File: config.mk
export PLATFORM = sky130hd
export DESIGN_NAME = fp_mem_sequencer
export DESIGN_NICKNAME = d
export VERILOG_FILES = /design/src/rtl/fp_pkg.sv /design/src/rtl/fp_mem_sequencer.sv
export SDC_FILE = /design/constraint.sdc
export NUM_CORES = 1
export LEC_CHECK = 0
export CORE_UTILIZATION = 46
export DETAILED_ROUTE_END_ITERATION = 6
export MAX_ROUTING_LAYER = met4
export PLACE_DENSITY = 0.77
export REMOVE_ABC_BUFFERS = 1
export SETUP_SLACK_MARGIN = 0.4
export SLEW_MARGIN = 40
export SYNTH_ARGS = -nofsm -noshare
export SYNTH_HDL_FRONTEND = slang
export SYNTH_SLANG_ARGS = --single-unit
export TNS_END_PERCENT = 100
File: constraint.sdc
create_clock -name clk -period 2.34 [get_ports clk]
set_clock_uncertainty 0.15 [all_clocks]
set_input_delay 0.468 -clock clk [delete_from_list [all_inputs] [get_ports clk]]
set_output_delay 0.468 -clock clk [all_outputs]
set_load 0.1 [all_outputs]
File: src/rtl/fp_pkg.sv
// Shared FP load/store definitions: format codes, sequencer states and the
// legality check, which the FP decode stage also uses.
package fp_pkg;

  localparam logic [4:0] FMT_S = 5'h10;
  localparam logic [4:0] FMT_D = 5'h11;

  typedef enum logic [2:0] {
    ST_IDLE,
    ST_RDREG,
    ST_MEM_LO,
    ST_MEM_HI,
    ST_WRREG,
    ST_DONE
  } seq_state_t;

  // Singles need word alignment; doubles need an even register and doubleword alignment.
  function automatic logic ls_legal(input logic [4:0] fmt,
                                    input logic [4:0] fpreg,
                                    input logic [31:0] addr);
    logic ok;
    ok = 1'b0;
    if (fmt == FMT_S)
      ok = (addr[1:0] == 2'b00);
    else if (fmt == FMT_D)
      ok = !fpreg[0] && (addr[2:0] == 3'b000);
    return ok;
  endfunction

endpackage

File: src/rtl/fp_mem_sequencer.sv
// Load/store sequencer between the FP memory stage and the 32-bit data port.
// Moves single words or even/odd register pairs between memory and the FP register file.
//
//   state     | meaning
//   ----------+-----------------------------------------------------------
//   ST_IDLE   | ready for a request; legality checked on accept
//   ST_RDREG  | register file read of store source, captured at cycle end
//   ST_MEM_LO | low word access at addr, waiting for mem_ack or timeout
//   ST_MEM_HI | high word access at addr+4 (doubles only)
//   ST_WRREG  | one-cycle register file write of load result
//   ST_DONE   | one-cycle done pulse with err
module fp_mem_sequencer
  import fp_pkg::*;
#(
  parameter int MEM_TIMEOUT = 255,
  parameter int TO_W        = 8
) (
  input  logic        clk,
  input  logic        rst_n,
  input  logic        req_valid,
  output logic        req_ready,
  input  logic        req_store,
  input  logic [4:0]  req_fmt,
  input  logic [4:0]  req_fpreg,
  input  logic [31:0] req_addr,
  output logic        mem_req,
  output logic        mem_we,
  output logic [31:0] mem_addr,
  output logic [31:0] mem_wdata,
  input  logic        mem_ack,
  input  logic [31:0] mem_rdata,
  output logic [4:0]  fp_fmt,
  output logic [4:0]  fp_rd_reg,
  input  logic [63:0] fp_rd_data,
  output logic        fp_we,
  output logic [4:0]  fp_wr_reg,
  output logic [63:0] fp_wr_data,
  output logic        done,
  output logic        err
);

  localparam bit              TO_EN    = (MEM_TIMEOUT != 0);
  localparam logic [TO_W:0]   TO_LIMIT = (TO_W + 1)'(MEM_TIMEOUT);

  seq_state_t       state;
  logic             cap_store;
  logic [4:0]       cap_fmt;
  logic [4:0]       cap_reg;
  logic [31:0]      cap_addr;
  logic [63:0]      data_buf;
  logic [TO_W-1:0]  to_cnt;
  logic [TO_W:0]    to_next;
  logic             to_hit;
  logic             cap_dbl;

  assign to_next = {1'b0, to_cnt} + {{TO_W{1'b0}}, 1'b1};
  assign to_hit  = TO_EN && (to_next == TO_LIMIT);
  assign cap_dbl = (cap_fmt == FMT_D);

  always_ff @(posedge clk or negedge rst_n) begin
    if (!rst_n) begin
      state      <= ST_IDLE;
      req_ready  <= 1'b1;
      mem_req    <= 1'b0;
      mem_we     <= 1'b0;
      mem_addr   <= '0;
      mem_wdata  <= '0;
      fp_fmt     <= '0;
      fp_rd_reg  <= '0;
      fp_we      <= 1'b0;
      fp_wr_reg  <= '0;
      fp_wr_data <= '0;
      done       <= 1'b0;
      err        <= 1'b0;
      cap_store  <= 1'b0;
      cap_fmt    <= '0;
      cap_reg    <= '0;
      cap_addr   <= '0;
      data_buf   <= '0;
      to_cnt     <= '0;
    end else begin
      done  <= 1'b0;
      err   <= 1'b0;
      fp_we <= 1'b0;
      case (state)
        ST_IDLE: begin
          if (req_valid) begin
            req_ready <= 1'b0;
            cap_store <= req_store;
            cap_fmt   <= req_fmt;
            cap_reg   <= req_fpreg;
            cap_addr  <= req_addr;
            fp_fmt    <= req_fmt;
            if (!ls_legal(req_fmt, req_fpreg, req_addr)) begin
              state <= ST_DONE;
              done  <= 1'b1;
              err   <= 1'b1;
            end else if (req_store) begin
              state     <= ST_RDREG;
              fp_rd_reg <= req_fpreg;
            end else begin
              state     <= ST_MEM_LO;
              mem_req   <= 1'b1;
              mem_we    <= 1'b0;
              mem_addr  <= req_addr;
              mem_wdata <= '0;
              to_cnt    <= '0;
            end
          end
        end

        // The register file presents read data by the negedge; take it straight to the port.
        ST_RDREG: begin
          data_buf  <= fp_rd_data;
          fp_rd_reg <= '0;
          state     <= ST_MEM_LO;
          mem_req   <= 1'b1;
          mem_we    <= 1'b1;
          mem_addr  <= cap_addr;
          mem_wdata <= fp_rd_data[31:0];
          to_cnt    <= '0;
        end

        ST_MEM_LO: begin
          if (mem_ack) begin
            if (!cap_store)
              data_buf[31:0] <= mem_rdata;
            if (cap_dbl) begin
              state     <= ST_MEM_HI;
              mem_addr  <= cap_addr + 32'd4;
              mem_wdata <= cap_store ? data_buf[63:32] : 32'h0;
              to_cnt    <= '0;
            end else begin
              mem_req   <= 1'b0;
              mem_we    <= 1'b0;
              mem_addr  <= '0;
              mem_wdata <= '0;
              if (!cap_store) begin
                state      <= ST_WRREG;
                fp_we      <= 1'b1;
                fp_wr_reg  <= cap_reg;
                fp_wr_data <= {32'h0, mem_rdata};
              end else begin
                state <= ST_DONE;
                done  <= 1'b1;
              end
            end
          end else if (to_hit) begin
            mem_req   <= 1'b0;
            mem_we    <= 1'b0;
            mem_addr  <= '0;
            mem_wdata <= '0;
            state     <= ST_DONE;
            done      <= 1'b1;
            err       <= 1'b1;
          end else begin
            to_cnt <= to_next[TO_W-1:0];
          end
        end

        ST_MEM_HI: begin
          if (mem_ack) begin
            mem_req   <= 1'b0;
            mem_we    <= 1'b0;
            mem_addr  <= '0;
            mem_wdata <= '0;
            if (!cap_store) begin
              data_buf[63:32] <= mem_rdata;
              state      <= ST_WRREG;
              fp_we      <= 1'b1;
              fp_wr_reg  <= cap_reg;
              fp_wr_data <= {mem_rdata, data_buf[31:0]};
            end else begin
              state <= ST_DONE;
              done  <= 1'b1;
            end
          end else if (to_hit) begin
            mem_req   <= 1'b0;
            mem_we    <= 1'b0;
            mem_addr  <= '0;
            mem_wdata <= '0;
            state     <= ST_DONE;
            done      <= 1'b1;
            err       <= 1'b1;
          end else begin
            to_cnt <= to_next[TO_W-1:0];
          end
        end

        ST_WRREG: begin
          fp_wr_reg  <= '0;
          fp_wr_data <= '0;
          state      <= ST_DONE;
          done       <= 1'b1;
        end

        ST_DONE: begin
          state     <= ST_IDLE;
          req_ready <= 1'b1;
          fp_fmt    <= '0;
        end

        default: begin
          state     <= ST_IDLE;
          req_ready <= 1'b1;
          mem_req   <= 1'b0;
          fp_fmt    <= '0;
        end
      endcase
    end
  end

endmodule
=== Yosys cells after proc, flatten, opt, wreduce, memory -nomap -nowiden ===
Index checks and enable logic that the tools add are counted.

* Add/subtract/negate cells: 2
* Eq/ne operators: 21
* Multiplexer cells: 91
* Bitwise logic cells: 2
* Reduce and logical (&&, ||, !) cells: 24

{| class="wikitable"
|+ Operators with widths
! operator !! number
|-
| $mux 32 || 17
|-
| $mux 64 || 5
|-
| $pmux 32 s4 || 2
|-
| $pmux 64 s3 || 1
|-
| $pmux 32 s2 || 2
|-
| $mux 8 || 7
|-
| $mux 5 || 8
|-
| $add 32x3->32 const B || 1
|-
| $pmux 8 s4 || 1
|-
| $mux 1 || 31
|-
| $ne 2x2->1 const B || 10
|-
| $pmux 5 s2 || 2
|-
| $mux 3 || 6
|-
| $eq 5x5->1 const B || 3
|-
| $pmux 3 s5 || 1
|-
| $pmux 5 s3 || 1
|-
| $reduce_and 4->1 || 3
|-
| $reduce_and 6->1 || 2
|-
| $reduce_and 5->1 || 2
|-
| $add 8x1->9 const B || 1
|-
| $eq 9x8->1 const B || 1
|-
| $pmux 1 s4 || 2
|-
| $eq 3x2->1 const B || 2
|-
| $eq 3x3->1 const B || 2
|-
| other kinds (17) || 27
|}

* Bits in registers: 267
* Input port bits: 143
* Output and inout bits: 149
* Logic and storage cells: 160

=== Depth between registers and ports, before layout ===
* Word-level depth: 9
* Mapped depth: 10
* Mapped depth without buffers: 8

=== Least setup slack after synthesis ===
No wires, ideal clock.

* Path type: input -> register
* From: input req_fmt[2]
* To: register mem_addr[9]
* Setup time: 0.127 ns
* Arrival time: 2.249 ns
* Data required time: 2.063 ns
* Setup slack: -0.186 ns
* Stages on the path: 7
* Path buffers: 2
* Cells stage by stage: or4b_1 > or4b_1 > buf_2 > nand2_8 > o21ai_4 > buf_6 > a221o_1

* Word-level cells in the longest chain between the ends: 7
* Elaborated cells between the ends (all ways): 8

{| class="wikitable"
|+ Ends and longest elaborated chain
! what !! line !! text
|-
| start: declaration || fp_mem_sequencer.sv:23 || <nowiki>input logic [4:0] req_fmt,</nowiki>
|-
| $eq 5x5->1 || fp_pkg.sv:25 || <nowiki>else if (fmt == FMT_D)</nowiki>
|-
| $mux 1 || fp_pkg.sv:25 ||
|-
| $mux 1 * || fp_pkg.sv:23 || <nowiki>if (fmt == FMT_S)</nowiki>
|-
| $mux 1 * || fp_mem_sequencer.sv:87 || <nowiki>if (req_valid) begin</nowiki>
|-
| $mux 1 * || fp_mem_sequencer.sv:85 || <nowiki>case (state)</nowiki>
|-
| $ne 2x2->1 (no line) * || n/a ||
|-
| $reduce_and 4->1 (no line) * || n/a ||
|-
| end signal: assignment || fp_mem_sequencer.sv:105 || <nowiki>mem_addr <= req_addr;</nowiki>
|-
| end signal: assignment || fp_mem_sequencer.sv:119 || <nowiki>mem_addr <= cap_addr;</nowiki>
|-
| end signal: assignment || fp_mem_sequencer.sv:130 || <nowiki>mem_addr <= cap_addr + 32'd4;</nowiki>
|-
| end: declaration || fp_mem_sequencer.sv:28 || <nowiki>output logic [31:0] mem_addr,</nowiki>
|}

Mark *: on every way between the ends. The rest lies on a longest branch, timed or not. The select of a mux whose other input is x is not followed.
A chain may end at the register's enable or synchronous reset.

=== Worst setup path in the final report ===
* From: register cap_addr[7]
* To: register mem_addr[23]

* Word-level cells in the longest chain between the ends: 4

{| class="wikitable"
|+ Ends and longest elaborated chain
! what !! line !! text
|-
| start: declaration || fp_mem_sequencer.sv:49 || <nowiki>logic [31:0] cap_addr;</nowiki>
|-
| start signal: assignment || fp_mem_sequencer.sv:92 || <nowiki>cap_addr <= req_addr;</nowiki>
|-
| $add 32x3->32 || fp_mem_sequencer.sv:130 ||
|-
| $mux 32 || fp_mem_sequencer.sv:128 || <nowiki>if (cap_dbl) begin</nowiki>
|-
| $mux 32 || fp_mem_sequencer.sv:125 || <nowiki>if (mem_ack) begin</nowiki>
|-
| $pmux 32 s4 || fp_mem_sequencer.sv:85 ||
|}

No other way between the ends.

==> metrics <==
status=finished, violations left; failing checks=negative setup slack; number of I/O pins=292; overall routing resource usage=0.340; hold path startpoint=req_fmt[4]; clock net sink count=267; library cells used by synthesis=69; TritonCTS buffer count=29; endpoint of the most critical register-to-register path=mem_addr[23]; share of the yosys chip area belonging to registers=0.530; CP Max Fanout=5; DR WL/cell=28.5 um; Filler Cell Count=1,359; clock transition at the registers of the reported paths=0.06 ns; Storage cell area=6680 um^2; first-pass GRT wire length=71,800 um; Final min period=2.55 ns; Final Hold Fails=0; DP HPWL=28,600 um; leading cell types in the layout, fill and taps excluded=buf_4 (283), dfrtp_1 (265), nand2_1 (178); chain of cells forming the critical path=nand4_1 > or4_4 > or4_1 > a21oi_2 > a211o_1 > o221a_2; area enclosed by the die boundary=28,100 um^2; final slew viol count=0; number of placed instances, taps included=1,997; worst hold path type=in2reg; final worst-path setup slack=-0.207 ns; largest net degree at the start of global routing=59; final-stage net count=1,983; Post-synth EDFFs=0; grt ovf=0; Max stage delay on crit path=0.63 ns; initial cell density of the core=0.469; final critical-path share of the clock period=1.09; kind of cell adding the most delay to the critical path=simple AND/OR/NAND/NOR gates; CTS H-tree depth=1; CP Data Required Time=2.68 ns; register bit total from synthesis=267; critical setup path kind=reg2reg; area of the mapped netlist=12,600 um^2; final cell count without fillers=2,199; post-synthesis async set-or-reset flop share=1.00; hold endpoint=cap_fmt[4]; via count of the first global-routing pass=12.7k; CP arrival=2.88 ns; number of detailed-routing iterations run before antenna repair=5; area inside the core boundary=26,900 um^2; Ys Warns=0; flip-flop cell with the highest count after synthesis=dfrtp_1; multi-input gate area in the final layout=7410 um^2; Max-cap violations=0; count of endpoints failing setup in the final report=40; DR vias/cell=6.67; count of input and output buffers=291; Buffers & Inverters on Critical Path=0; Routed Antenna Nets=0; cell type of the slowest stage on the worst timing path=or4_4; synthesized area divided by synthesized cell count=9.47 um^2; R2R setup slack=-0.21 ns; Die Span X=167 um; worst-case headroom to the max-slew limit=0.565; Reg2Reg Depth=6; DRC violation count after routing=0; cell depth of the worst hold path=3; deepest clock path buffer count=3; final RePlAce weighted congestion=0.913; TritonCTS clock tree=done; FMAX=0.393 GHz; launch point of the worst reg-to-reg path=cap_addr[7]; CTS Root Buffer Type=clkbuf_16; layout cells sized above 1=0.478; number of antenna violations at the first check in global routing=0; source-to-sink clock delay at the later pin of the worst-skew pair=0.55 ns; setup repair after global routing missed its margin=yes; leading cell type in the layout, fill and taps excluded=buf_4; count of routing violations after the opening detailed-route iteration=1,893; standard-cell row count=60; Worst Max-Slew Pin Slew=0.650 ns; number of standard cells after synthesis=1,330; die outline height=167 um; Critical Path Sink Type=register; Inserted Diodes=0; number of vias in the routed layout=14.7k; aggregate routed wire length=62,700 um; kind of start point of the critical path=register; area delta synth->final=72.8%; biggest regs=data_buf x64, fp_wr_data x64
[logic make-up after synthesis]
family	count (synthesis)	share of synthesized area
adders and majority gates	3	0.00298
muxes	77	0.0650
xor gates and xnor gates	9	0.00626
buffers and inverters	115	0.0366
DFF	267	0.530
and+or+nand+nor	466	0.166
AOI/OAI and AO/OA	393	0.193
[final cells by class]
type	instances	share of cell area
inverters	16	0.00368
clock inverters	15	0.00971
clock buffers	37	0.0365
well taps	341	0.0196
repair buffers	570	0.283
multi-input cells	953	0.340
flip-flops and latches	267	0.307
[worst min-delay path: cells and delay by family]
kind | cells | cell delay, ns
mux | 1 | 0.14
buf+inv | 2 | 0.18
[routing by layer]
| layer | up-vias | track usage | share of wire |
|---|---|---|---|
| met5 | - | - | 0 |
| met4 | 0 | 0.135 | 0.088 |
| met3 | 480 | 0.0513 | 0.12 |
| met2 | 1399 | 0.560 | 0.46 |
| met1 | 7020 | 0.420 | 0.33 |
| li1 | 5762 | - | - |
[synth_stat cells (all sizes together) (2+ instances only)]
library cell	number	area share
nand2	304	0.092
dfrtp	266	0.53
o21ai	154	0.062
a21oi	93	0.037
clkbuf	76	0.023
nor2	40	0.012
mux2i	39	0.031
and3	38	0.019
mux2	38	0.034
a21o	35	0.021
a32oi	33	0.023
buf	23	0.0091
nand3	18	0.0072
inv	15	0.0045
a22o	12	0.0083
nor3	11	0.0048
a211oi	10	0.0060
nand4	10	0.0050
nor2b	10	0.0050
a31oi	9	0.0045
o31ai	9	0.0054
or4	8	0.0051
o22ai	6	0.0030
a221o	5	0.0040
nand2b	5	0.0025
o211ai	5	0.0030
xnor2	5	0.0035
a211o	4	0.0028
and2	4	0.0020
and4	4	0.0028
xor2	4	0.0028
a32o	3	0.0025
ha	3	0.0030
or2	3	0.0015
or4b	3	0.0024
a311oi	2	0.0014
a31o	2	0.0014
nor4	2	0.00099
o221a	2	0.0018
or3	2	0.00099
[per-stage QoR]
step           cell area (um^2)   util  hold slack (ns)  setup TNS (ns)  worst slack [ns]
6_report                  21800  0.810            0.124           -1.95            -0.207
5_1_grt                   21800  0.810            0.131           -3.11            -0.233
4_1_cts                   19200  0.713            0.250               0            0.0118
3_5_place_dp              16400  0.611            0.288          -69.76            -0.832
3_3_place_gp              16400  0.611            0.284          -64.87            -0.789
2_1_floorplan             12200      -           0.0224         -338.72             -3.36
[how the worst max path moves through the flow]
stage | endpoint | slack (ns) | startpoint | cells past startpoint
after detailed placement | mem_wdata[23] | -0.83 | req_fmt[2] | 9
after floorplan | data_buf[0] | -3.36 | state[0] | 6
final | mem_addr[23] | -0.21 | cap_addr[7] | 6
after global placement | mem_addr[13] | -0.79 | req_fmt[2] | 8
after CTS | mem_addr[28] | 0.01 | cap_addr[2] | 8
after global routing | mem_addr[23] | -0.23 | cap_addr[7] | 6
[timing repair]
item                                    in CTS  in global routing
pin swaps                                   60                181
hold endpoints to repair                    49                  0
buffers inserted                            42                 50
endpoints found under the setup margin     254                259
gates resized for setup                    269                461
cloned                                      24                 33
hold buffers                                 1                  0
Power of run 1 is left out: the tool's default activity adds up to more than one toggle a clock period on the data nets, which glitch-free logic cannot reach.
